`src/rtl/pe_pkg.sv`:
```
// ---------------------------------------------------------------------------
// pe_pkg
// Shared definitions for one lane (processing element) of the SIMD matrix
// engine: data width, the data-word type, the DIMEN vector-length encoding
// and the helper that turns DIMEN into an element count.
// ---------------------------------------------------------------------------
package pe_pkg;

  localparam int DATA_W = 32;

  typedef logic [DATA_W-1:0] word_t;

  // DIMEN encoding: vector length = 2 << DIMEN
  localparam logic [1:0] DIMEN_LEN2  = 2'b00;
  localparam logic [1:0] DIMEN_LEN4  = 2'b01;
  localparam logic [1:0] DIMEN_LEN8  = 2'b10;
  localparam logic [1:0] DIMEN_LEN16 = 2'b11;

  // Element count selected by DIMEN, clamped to the buffer depth so a lane
  // built with a shallow buffer never indexes past its last word.
  function automatic int dimen_to_len(input logic [1:0] dimen, input int n);
    int len;
    len = 2 << dimen;
    if (len > n) begin
      len = n;
    end
    return len;
  endfunction

endpackage : pe_pkg

```
`src/rtl/pe_vec_buf.sv`:
```
// ---------------------------------------------------------------------------
// pe_vec_buf
// N x DATA_W register file holding one operand vector of the lane.
// Synchronous write, combinational read, asynchronous clear.
//
// Ports:
//   clk_i    in   clock, writes on rising edge
//   rst_ni   in   asynchronous active-low clear of every word
//   we_i     in   write enable
//   waddr_i  in   write address
//   wdata_i  in   write data
//   raddr_i  in   read address
//   rdata_o  out  word at raddr_i (reflects contents before a same-edge write)
// ---------------------------------------------------------------------------
module pe_vec_buf
  import pe_pkg::*;
#(
  parameter int N  = 16,
  parameter int AW = $clog2(N)
) (
  input  logic          clk_i,
  input  logic          rst_ni,
  input  logic          we_i,
  input  logic [AW-1:0] waddr_i,
  input  word_t         wdata_i,
  input  logic [AW-1:0] raddr_i,
  output word_t         rdata_o
);

  word_t mem_q [N];

  always_ff @(posedge clk_i or negedge rst_ni) begin
    if (!rst_ni) begin
      for (int i = 0; i < N; i++) begin
        mem_q[i] <= '0;
      end
    end else if (we_i) begin
      mem_q[waddr_i] <= wdata_i;
    end
  end

  assign rdata_o = mem_q[raddr_i];

endmodule : pe_vec_buf

```
`src/rtl/processing_element.sv`:
```
// ---------------------------------------------------------------------------
// processing_element
// One lane of the SIMD matrix engine. Two local vectors (A = row, B = column)
// are loaded serially over DATAIN; the lane then computes their dot product
// with one multiply-accumulate per clock and raises MAC_DONE once the last
// element of the selected length has been accumulated.
//
// Ports:
//   CLK        in   system clock
//   RSTN       in   asynchronous active-low reset of all state and buffers
//   RST_ADD    in   synchronous clear of the write-address counter
//   RST_PC     in   synchronous clear of element pointer and MAC_DONE
//   RST_ACC    in   synchronous clear of the accumulator
//   DATAIN     in   buffer write data
//   WRITE_MAT  in   buffer write strobe
//   MAT_MUX    in   write select: 1 = A, 0 = B
//   MAC_CTRL   in   MAC enable, one step per cycle
//   DIMEN      in   vector length select (2 << DIMEN, clamped to N)
//   OUT_READY  in   output enable for DATAOUT
//   MAC_DONE   out  sticky completion flag
//   DATAOUT    out  accumulator when OUT_READY, else 0
// ---------------------------------------------------------------------------
module processing_element
  import pe_pkg::*;
#(
  parameter int N = 16
) (
  input  logic              CLK,
  input  logic              RSTN,
  input  logic              RST_ADD,
  input  logic              RST_PC,
  input  logic              RST_ACC,
  input  logic [DATA_W-1:0] DATAIN,
  input  logic              WRITE_MAT,
  input  logic              MAT_MUX,
  input  logic              MAC_CTRL,
  input  logic [1:0]        DIMEN,
  input  logic              OUT_READY,
  output logic              MAC_DONE,
  output logic [DATA_W-1:0] DATAOUT
);

  localparam int AW = $clog2(N);
  typedef logic [AW-1:0] addr_t;

  addr_t waddr_q, waddr_d;
  addr_t pc_q,    pc_d;
  word_t acc_q,   acc_d;
  logic  done_q,  done_d;

  word_t a_rd, b_rd;
  logic  we_a, we_b;
  logic  mac_step;
  addr_t last_pc;

  // Unsigned multiply-accumulate: product keeps its low DATA_W bits and the
  // sum wraps modulo 2^DATA_W.
  function automatic word_t mac_wrap(input word_t acc, input word_t a, input word_t b);
    word_t prod;
    prod = a * b;
    return acc + prod;
  endfunction

  // ---- operand buffers -----------------------------------------------------
  assign we_a = WRITE_MAT &  MAT_MUX;
  assign we_b = WRITE_MAT & ~MAT_MUX;

  pe_vec_buf #(
    .N  (N),
    .AW (AW)
  ) u_buf_a (
    .clk_i   (CLK),
    .rst_ni  (RSTN),
    .we_i    (we_a),
    .waddr_i (waddr_q),
    .wdata_i (DATAIN),
    .raddr_i (pc_q),
    .rdata_o (a_rd)
  );

  pe_vec_buf #(
    .N  (N),
    .AW (AW)
  ) u_buf_b (
    .clk_i   (CLK),
    .rst_ni  (RSTN),
    .we_i    (we_b),
    .waddr_i (waddr_q),
    .wdata_i (DATAIN),
    .raddr_i (pc_q),
    .rdata_o (b_rd)
  );

  // ---- next-state logic ----------------------------------------------------
  assign last_pc  = addr_t'(dimen_to_len(DIMEN, N) - 1);
  assign mac_step = MAC_CTRL & ~done_q;

  // Write address: N is a power of two, so the natural AW-bit rollover gives
  // the N-1 -> 0 wrap. RST_ADD wins over the increment but not the write.
  always_comb begin
    waddr_d = waddr_q;
    if (WRITE_MAT) begin
      waddr_d = waddr_q + 1'b1;
    end
    if (RST_ADD) begin
      waddr_d = '0;
    end
  end

  // MAC sequencing: pc holds on the last element so MAC_DONE stays sticky
  // with the pointer parked; the clears override a same-cycle step.
  always_comb begin
    pc_d   = pc_q;
    acc_d  = acc_q;
    done_d = done_q;
    if (mac_step) begin
      acc_d = mac_wrap(acc_q, a_rd, b_rd);
      if (pc_q == last_pc) begin
        done_d = 1'b1;
      end else begin
        pc_d = pc_q + 1'b1;
      end
    end
    if (RST_ACC) begin
      acc_d = '0;
    end
    if (RST_PC) begin
      pc_d   = '0;
      done_d = 1'b0;
    end
  end

  // ---- state registers -----------------------------------------------------
  always_ff @(posedge CLK or negedge RSTN) begin
    if (!RSTN) begin
      waddr_q <= '0;
      pc_q    <= '0;
      acc_q   <= '0;
      done_q  <= 1'b0;
    end else begin
      waddr_q <= waddr_d;
      pc_q    <= pc_d;
      acc_q   <= acc_d;
      done_q  <= done_d;
    end
  end

  // ---- outputs -------------------------------------------------------------
  assign MAC_DONE = done_q;
  assign DATAOUT  = OUT_READY ? acc_q : '0;

endmodule : processing_element

```
`config.mk`:
```
export PLATFORM = sky130hd
export DESIGN_NAME = processing_element
export DESIGN_NICKNAME = d
export VERILOG_FILES = /design/src/rtl/pe_pkg.sv /design/src/rtl/pe_vec_buf.sv /design/src/rtl/processing_element.sv
export SDC_FILE = /design/constraint.sdc
export NUM_CORES = 2
export LEC_CHECK = 0
export BUFFER_PORTS_ARGS = -buffer_cell sky130_fd_sc_hd__buf_2
export CORE_MARGIN = 3
export CORE_UTILIZATION = 55
export CTS_BUF_LIST = sky130_fd_sc_hd__clkbuf_16
export CTS_CLUSTER_DIAMETER = 40
export DETAILED_ROUTE_END_ITERATION = 7
export PLACE_DENSITY = 0.79
export SETUP_SLACK_MARGIN = 0.1
export SYNTH_ARGS = -nofsm -noshare
export SYNTH_HDL_FRONTEND = slang
export SYNTH_SLANG_ARGS = --single-unit
```
`constraint.sdc`:
```
create_clock -name CLK -period 10.3 [get_ports CLK]
set_input_delay 0.515 -clock CLK [delete_from_list [all_inputs] [get_ports CLK]]
set_output_delay 0.515 -clock CLK [all_outputs]
set_load 0.05 [all_outputs]
```
Word level (Yosys, flattened, before mapping):

Cells that the tools add are included.
W data, S select, Z words.

* bitwise logic cells: 7
* $lt $le $gt $ge: 4
* add/sub/neg operators: 4
* equal/unequal tests: 2
* div/mod/pow operators: 0
* reductions and logical operators: 7
* multipliers: 1
* shifts and indexed selects: 1
* muxes and demuxes: 22

Operator list (count)
* $bwmux W512: 2
* $bmux W32 S4: 2
* $mux W32: 8
* $demux W32 S4: 1
* $add A32 B32 Y32: 1
* $gt A32 B6 Y1 const B: 1
* $mul A32 B32 Y32: 1
* $shl A2 B2 Y32 const A: 1
* $mux W4: 6
* $ge A5 B5 Y1 const B: 2
* $not A4 Y5: 2
* $add A4 B1 Y4 const B: 2
* $reduce_bool A2 Y1: 4
* $lt A5 B1 Y1 const B: 1
* $eq A4 B4 Y1: 1
* $reduce_and A2 Y1: 2
* $sub A4 B2 Y4 const B: 1
* $and A1 B1 Y1: 3
* $mux W1: 3
* $ne A2 B2 Y1 const B: 1
* $not A1 Y1: 2
* $logic_and A1 B1 Y1: 1

* bits in registers: 1065
* bits in writable memories: 0
* input bits: 43
* memories kept: 0
* bits in read-only memories: 0
* logic and storage cells: 84
* bits in latches: 0

Logic depth before layout (Yosys ltp):

* depth after elaboration: 8
* gate-level depth with buffers: 39
* mapped depth without buffers: 33

Modules after synthesis:

From an unflattened synthesis, not the netlist that was laid out.

* cell total of the unflattened synthesis: 4880
* area, all modules: 64269.1 um^2

Modules (own cells, without submodules)
* pe_vec_buf: area each 22774.3 um^2, sequential area each 12812.3 um^2, cells each 1404, instances 2
* processing_element: area each 18720.5 um^2, sequential area each 1026.0 um^2, cells each 2072, instances 1

Least setup slack after synthesis:

Ideal clock, no wire load.

* path kind: register -> register
* start point: register pc_q[2]
* end point: register acc_q[27]
* data arrival time: 8.972 ns
* slack: 1.206 ns
* buffers on the path: 6
* library setup time: 0.122 ns
* cell stages (with the launch flop): 33
* path through: dfrtp_1 buf_2 buf_2 buf_1 clkbuf_1 clkbuf_1 mux2i_1 clkbuf_1 nor2_1 fa_1 fa_1 fa_1 inv_1 fa_1 inv_1 fa_1 inv_1 fa_1 inv_1 fa_1 inv_1 fa_1 inv_1 ha_1 and3_1 a31oi_1 nand2_1 a21oi_1 nor2_1 a31o_2 a21o_1 a211o_1 a32o_1

* longest elaborated chain between the ends: 8

Ends and longest elaborated chain
* start: declaration: line processing_element.sv:47 `addr_t pc_q, pc_d;`
* start signal: assignment: line processing_element.sv:142 `pc_q <= pc_d;`
* $not A4 Y5 (implied by the code) (*): line pe_vec_buf.sv:42 `assign rdata_o = mem_q[raddr_i];`
* $bmux W32 S4: line pe_vec_buf.sv:42
* $mux W32 (implied by the code) (2 in series): line pe_vec_buf.sv:42
* $mul A32 B32 Y32 (*): line processing_element.sv:60 `prod = a * b;`
* $add A32 B32 Y32 (*): line processing_element.sv:61 `return acc + prod;`
* $mux W32 (*): line processing_element.sv:116 `if (mac_step) begin`
* $mux W32 (*): line processing_element.sv:124 `if (RST_ACC) begin`
* end signal: assignment: line processing_element.sv:138 `acc_q <= '0;`
* end signal: assignment: line processing_element.sv:143 `acc_q <= acc_d;`
* end: declaration: line processing_element.sv:48 `word_t acc_q, acc_d;`

Mark *: on every way between the ends. The rest lies on a longest branch, timed or not. The select of a mux whose other input is x is not followed.
A chain may end at the register's enable or synchronous reset.

Worst setup path in the final report:

* start point: register pc_q[0]
* end point: register acc_q[31]

Same word-level chain as after synthesis.

==> flow_summary.ini <==
[status]
status = completed

[routing]
route.detailed.drc = 0
routed_via_density = 6.24
drtIter0Drc = 3806
vias = 40200
wl_per_cell_um = 27.5
first_pass_iters = 5
wirelength_mm = 177
route.antenna.remaining_nets = 0

[sta]
max_freq_ghz = 0.103
hold_violations = 0
setup_tns_ns = 0
min_period_ns = 9.73
fin_crit_sh = 0.945
worst_slew_pin_slew_ns = 1.11
skew_ns = 0.0217
maxSlewHeadroom = 0.245
setup_violations = 0
final_max_slew_viol_count = 0
rsz0062_at_grt = no

[grt]
grt_max_degree = 178
grt_pass1_wl_mm = 271
antenna_found_initial = 5
grt_use_total = 0.300
grt_pass1_vias = 43200
grt_overflow = 0

[clock_tree]
ctsResizeCount = 0
cts_root_buffer = clkbuf_16
tritoncts = yes
postCtsSetupRepairBufs = 0
cts.path.max_buffers = 3
clock_latency_ns = 0.76
cts_sinks = 1065
htreeDepth = 4
cts.reportedPaths.clkPinSlew_ns = 0.06
cts_made_buffers = 136

[layout]
antenna_cells = 0
drive_gt1_frac = 0.373
final_cell_count_no_fill = 6430
fin_nets = 5419
syn_to_final_growth_pct = 10.3

[die]
die-area_mm2 = 0.121
die_x_um = 348
ios = 76
initial_utilization = 0.558
rows = 124
core_area_mm2 = 0.115
die_h_um = 348

[placement]
port_buffers = 75
hpwlAfterDp_mm = 112
post-place-cells = 6179
place_congestion = 0.955

[yosys]
syn_nets = 5437
synth.area.top_cells = dfrtp_1 (42%), mux2_2 (18%), fa_1 (14%)
ys.flop_type = dfrtp_1
syn_area_per_cell_um2 = 13.3
synth_commonest_cells = dfrtp_1 (1065), mux2_2 (1046), inv_1 (527), fa_1 (438), nor2_1 (300)
netlist.area_leader.share = 0.415
synth_seq_area_share = 0.415
synth_most_common_cell = dfrtp_1
synth_largest_area_cell = dfrtp_1
synth.cell_area_mm2 = 0.0642
synthDistinctLibCells = 58
synth_seq_cells = 1065
synth_warnings = 0
synthCells = 4827
async_flop_share = 1.00
synth_edf_count = 0

[setup_path]
crit_path_start_kind = flop
worstReg2RegEnd = acc_q[31]
end_kind = flop
required_ns = 10.93
critPathMaxFanout = 27
rr_startpoint = pc_q[0]
r2r_cells = 27
worst-endpoint-arrival_ns = 10.36
crit_type = reg2reg
reg2reg_slack_ns = 0.57

[min_path]
hp-class = in2reg
min-delay-start = MAC_CTRL
whs_path_depth = 3
holdPathEnd = MAC_DONE

[flow_run]
max_cap_violations = 0
[stage by stage]
stage          hold WS [ns]  utilization  worst slack, ns  cell area [um2]
3_5_place_dp          0.487        0.576            0.664            66200
4_1_cts             0.00811        0.616            0.598            70800
2_1_floorplan         0.219            -             1.21            64200
6_report             0.0410        0.616            0.567            70800
3_3_place_gp          0.481        0.576            0.807            66200
5_1_grt              0.0502        0.616            0.193            70800
[critical path, stage by stage (launching register included)]
cell      delay (ns)
dfrtp_4         0.66
buf_12          0.30
buf_12          0.24
mux4_2          0.52
a22oi_1         0.63
nand2_1         0.65
nand2b_1        0.29
fa_1            0.42
inv_1           0.09
fa_1            0.44
fa_1            0.51
inv_1           0.06
fa_1            0.51
fa_1            0.48
fa_1            0.54
fa_1            0.43
fa_1            0.40
xnor2_1         0.22
xnor2_1         0.17
xnor2_1         0.17
xnor2_1         0.16
xnor2_1         0.15
xnor2_1         0.16
xnor2_1         0.15
xnor3_1         0.43
xnor2_1         0.47
xnor2_1         0.11
a22o_1          0.20
[final cells by class]
class                      count  area (um2)
clock buffer                 140        3500
tap                         1512        1890
fill                        8405       44200
inverter                     529        1990
sequential                  1065       26700
timing repair buffer         199        1500
multi-input combinational   2878       34200
clock inverter               107        1060
[worst max path at each step]
| stage | from | end | slack (ns) |
|---|---|---|---|
| 3_3_place_gp | pc_q[0] | acc_q[31] | 0.81 |
| 5_1_grt | pc_q[0] | acc_q[31] | 0.19 |
| 2_1_floorplan | pc_q[2] | acc_q[27] | 1.21 |
| 4_1_cts | pc_q[0] | acc_q[31] | 0.60 |
| 3_5_place_dp | pc_q[0] | acc_q[31] | 0.66 |
| 6_report | pc_q[0] | acc_q[31] | 0.57 |
[kinds of logic (layout without fill, tap and decap cells)]
logic type               after synthesis  after routing  synth area share
multiplexers                        1358           1358             0.285
flip-flops                          1065           1065             0.415
AND/OR/NAND/NOR                      679            679            0.0462
XOR/XNOR                              92             92            0.0134
AO/OA/AOI/OAI                        182            182            0.0218
buffers and inverters                884            975            0.0560
adder cells (fa/ha/maj)              567            567             0.162
[placed cells by master (no fill, tap or decap), types with 31 or more instances in the layout]
cell type,count
xnor2_1,70
inv_1,546
mux2i_1,38
ha_1,129
buf_4,106
nand2b_1,47
fa_1,438
dfrtp_1,1061
mux4_2,272
a21oi_1,33
a22o_1,46
buf_2,74
clkbuf_16,140
nor2_1,284
mux2_2,1046
and2_1,37
nand2_1,193
or2_2,31
[flip-flops by register name, indices dropped and copies added, names as in the netlist]
register	cells
waddr_q	4
u_buf_a.mem_q	512
u_buf_b.mem_q	512
MAC_DONE	1
pc_q	4
acc_q	32
[what timing repair did]
item | 4_1_cts | 5_1_grt
setup endpoints to repair | 0 | 0
endpoints found under the hold margin | 92 | 0
hold buffers | 4 | 0
[layer usage]
metal  GRT usage  routed length (um)
met2       0.487               84700
met5           0                  33
met1       0.395               68600
met4       0.130                8490
met3      0.0632               15000
Power is not shown: default switching activity piles up to over one toggle a cycle in this logic, so the estimate is an artifact.
